<file path="config.mk">
export PLATFORM = sky130hd
export DESIGN_NAME = wb_router
export DESIGN_NICKNAME = d
export VERILOG_FILES = /design/src/rtl/wb_router.sv
export SDC_FILE = /design/constraint.sdc
export NUM_CORES = 1
export LEC_CHECK = 0
export BUFFER_PORTS_ARGS = -buffer_cell sky130_fd_sc_hd__buf_2
export CAP_MARGIN = 25
export CELL_PAD_IN_SITES_DETAIL_PLACEMENT = 1
export CELL_PAD_IN_SITES_GLOBAL_PLACEMENT = 1
export CORE_MARGIN = 2
export CORE_UTILIZATION = 32
export DETAILED_ROUTE_END_ITERATION = 8
export PLACE_DENSITY = 0.81
export SLEW_MARGIN = 5
export SYNTH_ARGS = -nofsm -noshare
export SYNTH_HDL_FRONTEND = slang
export SYNTH_SLANG_ARGS = --single-unit
</file>
<file path="constraint.sdc">
create_clock -name clk -period 2.2 [get_ports clk]
set_clock_uncertainty 0.2 [all_clocks]
set_input_delay 0.22 -clock clk [delete_from_list [all_inputs] [get_ports clk]]
set_output_delay 0.22 -clock clk [all_outputs]
set_load 0.005 [all_outputs]
</file>
<file path="src/rtl/wb_router.sv">
// Result router: steers accepted ALU beats to the scalar RF, the vector RF
// (with per-op element sequencing) or the LSU, which has a one-deep skid register.
module wb_router #(
  parameter int XLEN  = 32,
  parameter int VLMAX = 8
) (
  input  logic            clk,
  input  logic            rst,
  input  logic            stg_en,
  input  logic            in_valid,
  output logic            in_ready,
  input  logic [XLEN-1:0] res,
  input  logic [1:0]      dest_sel,
  input  logic [4:0]      rd,
  input  logic [3:0]      vl,
  output logic            rf_we,
  output logic [4:0]      rf_waddr,
  output logic [XLEN-1:0] rf_wdata,
  output logic            vrf_we,
  output logic [4:0]      vrf_waddr,
  output logic [2:0]      vrf_elem,
  output logic [XLEN-1:0] vrf_wdata,
  output logic            vec_done,
  output logic            lsu_valid,
  input  logic            lsu_ready,
  output logic [XLEN-1:0] lsu_data
);

  localparam logic [3:0] VLMAX_L = 4'(VLMAX);

  typedef enum logic [1:0] {IDLE, VEC, LSU_WAIT} state_e;

  // The vector sequencer and the LSU slot each hold their own state so a
  // vector op can keep running while an LSU beat is stalled.
  state_e vec_state_q, vec_state_d;
  state_e lsu_state_q, lsu_state_d;

  logic [2:0]      elem_cnt_q, elem_cnt_d;
  logic            rf_we_q, rf_we_d;
  logic [4:0]      rf_waddr_q, rf_waddr_d;
  logic [XLEN-1:0] rf_wdata_q, rf_wdata_d;
  logic            vrf_we_q, vrf_we_d;
  logic [4:0]      vrf_waddr_q, vrf_waddr_d;
  logic [2:0]      vrf_elem_q, vrf_elem_d;
  logic [XLEN-1:0] vrf_wdata_q, vrf_wdata_d;
  logic            vec_done_q, vec_done_d;
  logic [XLEN-1:0] lsu_data_q, lsu_data_d;

  logic       lsu_pending;
  logic       accept;
  logic [3:0] vl_eff;
  logic [2:0] cur_elem;
  logic [2:0] next_elem;
  logic       last_elem;

  assign lsu_pending = (lsu_state_q == LSU_WAIT);
  assign in_ready    = !rst && stg_en && (!lsu_pending || lsu_ready);
  assign accept      = in_valid && in_ready;
  assign vl_eff      = (vl > VLMAX_L) ? VLMAX_L : vl;
  assign cur_elem    = (vec_state_q == VEC) ? elem_cnt_q : 3'd0;
  assign next_elem   = cur_elem + 3'd1;
  assign last_elem   = ({1'b0, cur_elem} == (vl_eff - 4'd1));

  always_comb begin
    rf_we_d     = 1'b0;
    vrf_we_d    = 1'b0;
    vec_done_d  = 1'b0;
    rf_waddr_d  = rf_waddr_q;
    rf_wdata_d  = rf_wdata_q;
    vrf_waddr_d = vrf_waddr_q;
    vrf_elem_d  = vrf_elem_q;
    vrf_wdata_d = vrf_wdata_q;
    lsu_data_d  = lsu_data_q;
    elem_cnt_d  = elem_cnt_q;
    vec_state_d = vec_state_q;
    lsu_state_d = lsu_state_q;

    if (lsu_pending && lsu_ready) begin
      lsu_state_d = IDLE;
    end

    if (accept) begin
      unique case (dest_sel)
        2'b00: begin
          if (rd != 5'd0) begin
            rf_we_d    = 1'b1;
            rf_waddr_d = rd;
            rf_wdata_d = res;
          end
        end
        2'b01: begin
          if (vl_eff != 4'd0) begin
            vrf_we_d    = 1'b1;
            vrf_waddr_d = rd;
            vrf_elem_d  = cur_elem;
            vrf_wdata_d = res;
            if (last_elem) begin
              vec_done_d  = 1'b1;
              elem_cnt_d  = 3'd0;
              vec_state_d = IDLE;
            end else begin
              elem_cnt_d  = next_elem;
              vec_state_d = (next_elem == 3'd0) ? IDLE : VEC;
            end
          end
        end
        2'b10: begin
          // A new beat may load in the same cycle the old one hands off.
          lsu_state_d = LSU_WAIT;
          lsu_data_d  = res;
        end
        default: begin
        end
      endcase
    end
  end

  always_ff @(posedge clk) begin
    if (rst) begin
      vec_state_q <= IDLE;
      lsu_state_q <= IDLE;
      elem_cnt_q  <= '0;
      rf_we_q     <= 1'b0;
      rf_waddr_q  <= '0;
      rf_wdata_q  <= '0;
      vrf_we_q    <= 1'b0;
      vrf_waddr_q <= '0;
      vrf_elem_q  <= '0;
      vrf_wdata_q <= '0;
      vec_done_q  <= 1'b0;
      lsu_data_q  <= '0;
    end else begin
      vec_state_q <= vec_state_d;
      lsu_state_q <= lsu_state_d;
      elem_cnt_q  <= elem_cnt_d;
      rf_we_q     <= rf_we_d;
      rf_waddr_q  <= rf_waddr_d;
      rf_wdata_q  <= rf_wdata_d;
      vrf_we_q    <= vrf_we_d;
      vrf_waddr_q <= vrf_waddr_d;
      vrf_elem_q  <= vrf_elem_d;
      vrf_wdata_q <= vrf_wdata_d;
      vec_done_q  <= vec_done_d;
      lsu_data_q  <= lsu_data_d;
    end
  end

  assign rf_we     = rf_we_q;
  assign rf_waddr  = rf_waddr_q;
  assign rf_wdata  = rf_wdata_q;
  assign vrf_we    = vrf_we_q;
  assign vrf_waddr = vrf_waddr_q;
  assign vrf_elem  = vrf_elem_q;
  assign vrf_wdata = vrf_wdata_q;
  assign vec_done  = vec_done_q;
  assign lsu_valid = lsu_pending;
  assign lsu_data  = lsu_data_q;

endmodule

</file>
# --- Yosys cells after proc, flatten, opt, wreduce, memory -nomap -nowiden ---
# Cells that the tools add are included.
op_classes:
  reduce_logical: 17
  bitwise_logic: 4
  n_eq_ne: 5
  multipliers: 0
  order_cmp: 1
  n_mux: 11
  shift: 0
  add_sub_neg: 2
  div_mod_pow: 0
op_table:
  columns: ["op", "count"]
  rows:
  - ["2-bit two-way mux", 3]
  - ["3-bit two-way mux", 2]
  - ["3-bit AND reduction", 2]
  - ["3-bit OR reduction", 2]
  - ["1-bit two-way mux", 5]
  - ["5-bit nonzero test", 1]
  - ["2-bit by 1-bit == test with 1-bit output (second input constant)", 2]
  - ["2-bit == test (second input constant)", 2]
  - ["3-bit by 4-bit == test with 1-bit output", 1]
  - ["4-bit greater-than comparator (second input constant)", 1]
  - ["1-bit logical AND", 4]
  - ["4-bit two-way mux", 1]
  - ["1-bit NOT", 4]
  - ["4-bit nonzero test", 1]
  - ["4-bit OR reduction", 1]
  - ["4-bit by 1-bit subtractor with 4-bit output (second input constant)", 1]
  - ["3-bit by 1-bit adder with 3-bit output (second input constant)", 1]
  - ["3-bit logical NOT", 1]
  - ["1-bit logical NOT", 2]
  - ["2-bit logical NOT", 1]
  - ["2-bit AND reduction", 1]
  - ["1-bit logical OR", 1]
word_totals:
  ram_bits: 0
  reg_bits: 119
  elab_cells: 52
  output_inout_bits: 114
  latch_bits: 0
  rom_bits: 0
  n_memories: 0

# --- Logic depth before layout (Yosys ltp) ---
depth:
  ltp_word: 7
  depth_mapped: 11
  depth_no_buf: 8

# --- Least setup slack after synthesis ---
# Ideal clock, no wire load.
synth_path:
  kind: "input to register"
  from: "input vl[0]"
  to: "register vec_state_q[0]"
  slack_ns: 0.095
  setup_ns: 0.136
  cell_stages: 8
  arrival_ns: 1.769
  required_time_ns: 1.864
  cell_sequence: "nor2b_1 -> inv_1 -> ha_1 -> nor3b_1 -> or4_1 -> buf_2 -> nor4_4 -> nor4_1"
synth_via:
  elab_chain_len: 5
  elab_cells_between_ends: 7
  cone_classes: "1 x add/sub; 1 x order compare; 1 x eq/ne; 2 x mux; 2 x reduce/logical"
synth_lines:
  columns: ["element", "line", "source"]
  rows:
  - ["start: declaration", "15", "input logic [3:0] vl,"]
  - ["4-bit greater-than comparator", "59", "assign vl_eff = (vl > VLMAX_L) ? VLMAX_L : vl;"]
  - ["4-bit two-way mux (*)", "59", null]
  - ["4-bit by 1-bit subtractor with 4-bit output", "62", "assign last_elem = ({1'b0, cur_elem} == (vl_eff - 4'd1));"]
  - ["3-bit by 4-bit == test with 1-bit output", "62", null]
  - ["1-bit two-way mux", "97", "if (last_elem) begin"]
  - ["end signal: assignment", "133", "vec_state_q <= vec_state_d;"]
  - ["end: declaration", "35", "state_e vec_state_q, vec_state_d;"]
# Mark *: on every way between the ends. The rest lies on a longest branch, timed or not.
# A chain may end at the register's enable or synchronous reset.

# --- Worst setup path in the final report ---
layout_path:
  from: "input lsu_ready"
  to: "register vec_state_q[0]"
layout_via:
  elab_chain_len: 4
layout_lines:
  columns: ["element", "line", "source"]
  rows:
  - ["start: declaration", "25", "input logic lsu_ready,"]
  - ["1-bit logical OR", "57", "assign in_ready = !rst && stg_en && (!lsu_pending || lsu_ready);"]
  - ["1-bit logical AND", "57", null]
  - ["1-bit logical AND", "58", "assign accept = in_valid && in_ready;"]
  - ["3-bit AND reduction (no line)", null, null]
# Every way passes these cells.

==> out/qor.yml <==
outcome: "finished, final reports clean"
antenna_found_initial: 2
rsz0062_at_grt: "no"
ys.warnings.count: 0
relSlewSlack_pct: 52.6
finalCritPeriodShare_pct: 91.1
ys_seq_area_share_pct: 53.0
num-fill-cells: 1698
wl_met3_um: 814
yosysTopAreaCell: "dfxtp_1"
die_area_mm2: 0.0149
grt_max_degree: 70
syn-cell-area_mm2: 0.00446
setup_slack_ns: 0.196
dpl_cell_area_mm2: 0.00553
dp_cells: 868
cts-buffers-inserted: 17
design_area_mm2: 0.00655
drt_iter0_drc: 209
slew_viol_final: 0
finalNonFillerCells: 940
ys_types: 37
grt_pass1_vias: 5016
required_ns: 2.27
clkLatencyLatePin_ns: 0.42
wl_per_cell_um: 17.2
path_class: "in -> reg"
cp_top_family: "buffers and inverters"
firstDrtPassIters: 4
grt_pass1_wl_mm: 25.2
globalplace.congestion: 0.796
drt-total-wl_mm: 16.2
fin_util_pct: 47.7
peakVddDrop_mv: 0.446
fp.dieW_um: 122
multi_input_area_mm2: 0.00189
cpPeakStageDelay_ns: 0.58
core_area_mm2: 0.0137
vias_per_cell: 5.03
boundaryPins: 162
syn-num-nets: 596
hold_path_class: "in -> reg"
final_layout_size_suffix_gt1_share_pct: 30.6
area_growth_pct: 46.8
synth_area_leaders: "dfxtp_1 53%, a21oi_1 13%, nand2_1 12%, nand3_1 4.3%, o21ai_0 4.0%"
worstMarginPinSlew_ns: 0.711
critPathArrivalTime_ns: 2.08
ant_nets: 0
startpoint_type: "input pin"
worst-path-buf-inv: 4
port_buffers: 161
ys_ff_latch: 118
seq_area_mm2: 0.00236
htree_levels: 4
clockBufferDepth: 2
hpwlAfterDp_mm: 10.8
root_buffer: "clkbuf_16"
fmax_ghz: 0.499
drc_errors: 0
p_per_area_mw_per_mm2: 831
total_power_w: 0.00544
track_usage_pct: 22.0
p_leak_nw: 2.78
cts_tree: "done"
hold_violations: 0
end_kind: "flop"
postCtsSetupBuffers: 0
postSynthAreaPerCell_um2: 8.18
setup_viol: 0
wl_met2_mm: 8.36
path_cells: "dlygate4sd3_1 > buf_2 > nor3b_2 > or4_4 > inv_2 > buf_4 > o2111a_1 > nor4_1"
worst-path-max-fanout: 5
drt-met1-wl_mm: 6.58
start_util_pct: 32.5
synth_top_area_share_pct: 53.0
crit_path_top_delay_cell: "or4_4"
cts.clk_slew.worst_paths_ns: 0.06
die_h_um: 122
nets: 796
drv_cap: 0
clkSinkCount: 118
grt_overflow: 0
fin_crit_ns: 2.00
postSynthCellCount: 545
via_count: 4731
rows: 43
dp_slack_ns: -0.293
top_layer: "met4"
## worst register-to-register path, cell delays in order, from the launching register on
cell      delay (ns)
dfxtp_1         0.32
nor3b_2         0.17
or4_4           0.58
inv_2           0.14
buf_4           0.14
o2111a_1        0.23
nor4_1          0.06
## cell families after synthesis
family                     after synthesis  synth area share [%]
DFF                                    118                  53.0
AOI/OAI and AO/OA                      159                  18.7
xor gates and xnor gates                 2                 0.701
muxes                                    1                 0.224
and+or+nand+nor                        211                  21.2
adders and majority gates                3                 0.842
buffers and inverters                   51                  5.33
## cell type report
cell class | instances | share of cell area, %
repair buffers | 226 | 21.6
clock inverters | 11 | 2.24
clock buffers | 21 | 7.34
flip-flops and latches | 118 | 36.1
diodes | 2 | 0.0765
well taps | 180 | 3.44
multi-input cells | 376 | 28.8
inverters | 6 | 0.344
## per-stage QoR
| stage | setup TNS (ns) | hold WS (ns) |
|---|---|---|
| after floorplan | 0 | 0.156 |
| after global placement | -7.13 | 0.238 |
| after detailed placement | -10.40 | 0.245 |
| after CTS | 0 | 0.0876 |
| after global routing | 0 | 0.0946 |
| final | 0 | 0.0725 |
## routing by layer
metal	up-vias	track usage, %
li1	2241	-
met3	36	5.62
met5	-	0
met1	2307	24.4
met2	147	39.5
met4	0	10.2
## cells in the mapped netlist, drive strengths merged
| cell type | number |
|---|---|
| nor3 | 3 |
| a22oi | 1 |
| nor3b | 5 |
| a211oi | 1 |
| dfxtp | 118 |
| clkbuf | 38 |
| a21o | 1 |
| a31oi | 1 |
| nand3 | 38 |
| nand2 | 146 |
| xnor3 | 1 |
| nand2b | 3 |
| nor4 | 3 |
| a21oi | 112 |
| o21ba | 1 |
| nor2b | 5 |
| and2 | 1 |
| o32ai | 1 |
| inv | 6 |
| nor2 | 3 |
| a2111oi | 1 |
| mux2i | 1 |
| o21ai | 39 |
| nand3b | 1 |
| or3 | 1 |
| buf | 7 |
| o2111a | 1 |
| ha | 3 |
| xor2 | 1 |
| or4 | 2 |
## timing repair
action / CTS / global route
gates resized for setup: 0 / 1
endpoints found under the hold margin: 107 / 0
setup endpoints to repair: 0 / 23
hold buffers: 38 / 0
## path summary, 6_finish.rpt
check	from	endpoint	cells past startpoint	slack (ns)
max	lsu_ready	vec_state_q[0]	8	0.20
min	dest_sel[1]	vec_done	4	0.07
max reg2reg	lsu_state_q[1]	vec_state_q[0]	6	0.22
min reg2reg	lsu_data[31]	lsu_data[31]	2	0.25
## power breakdown
| part | leakage [nW] | switching [W] | internal, W | total [W] |
|---|---|---|---|---|
| Clock | 0.305 | 0.00102 | 0.00190 | 0.00292 |
| Combinational | 1.52 | 0.000192 | 0.000150 | 0.000342 |
| Sequential | 0.952 | 0.0000142 | 0.00216 | 0.00218 |
| Total | 2.78 | 0.00122 | 0.00421 | 0.00544 |
## flip-flops by register name (all words and copies together), names as in the netlist
| name | count |
|---|---|
| elem_cnt_q | 3 |
| lsu_data | 32 |
| lsu_state_q | 2 |
| rf_waddr | 5 |
| rf_wdata | 32 |
| rf_we | 1 |
| vec_done | 1 |
| vec_state_q | 1 |
| vrf_elem | 3 |
| vrf_waddr | 5 |
| vrf_wdata | 32 |
| vrf_we | 1 |
## cell usage in the layout, fill, tap and decap left out, types with 2 or more instances in the layout
cell	Yosys	final
dlygate4sd3_1	0	38
nor2b_1	5	5
nor3_1	2	2
clkinv_2	0	3
nand2_1	146	146
clkinv_4	0	2
diode_2	0	2
buf_2	1	160
nor2_1	2	2
nor3b_1	4	4
buf_4	0	26
buf_12	0	2
nand3_1	38	38
nand2b_1	3	3
clkbuf_8	0	4
o21ai_0	36	36
dfxtp_1	118	118
inv_1	5	5
bufinv_16	0	3
clkinvlp_4	0	2
o21ai_1	3	3
ha_1	3	3
a21oi_1	112	111
clkbuf_16	0	17
Note: power is estimated with default switching activity, not from simulation.
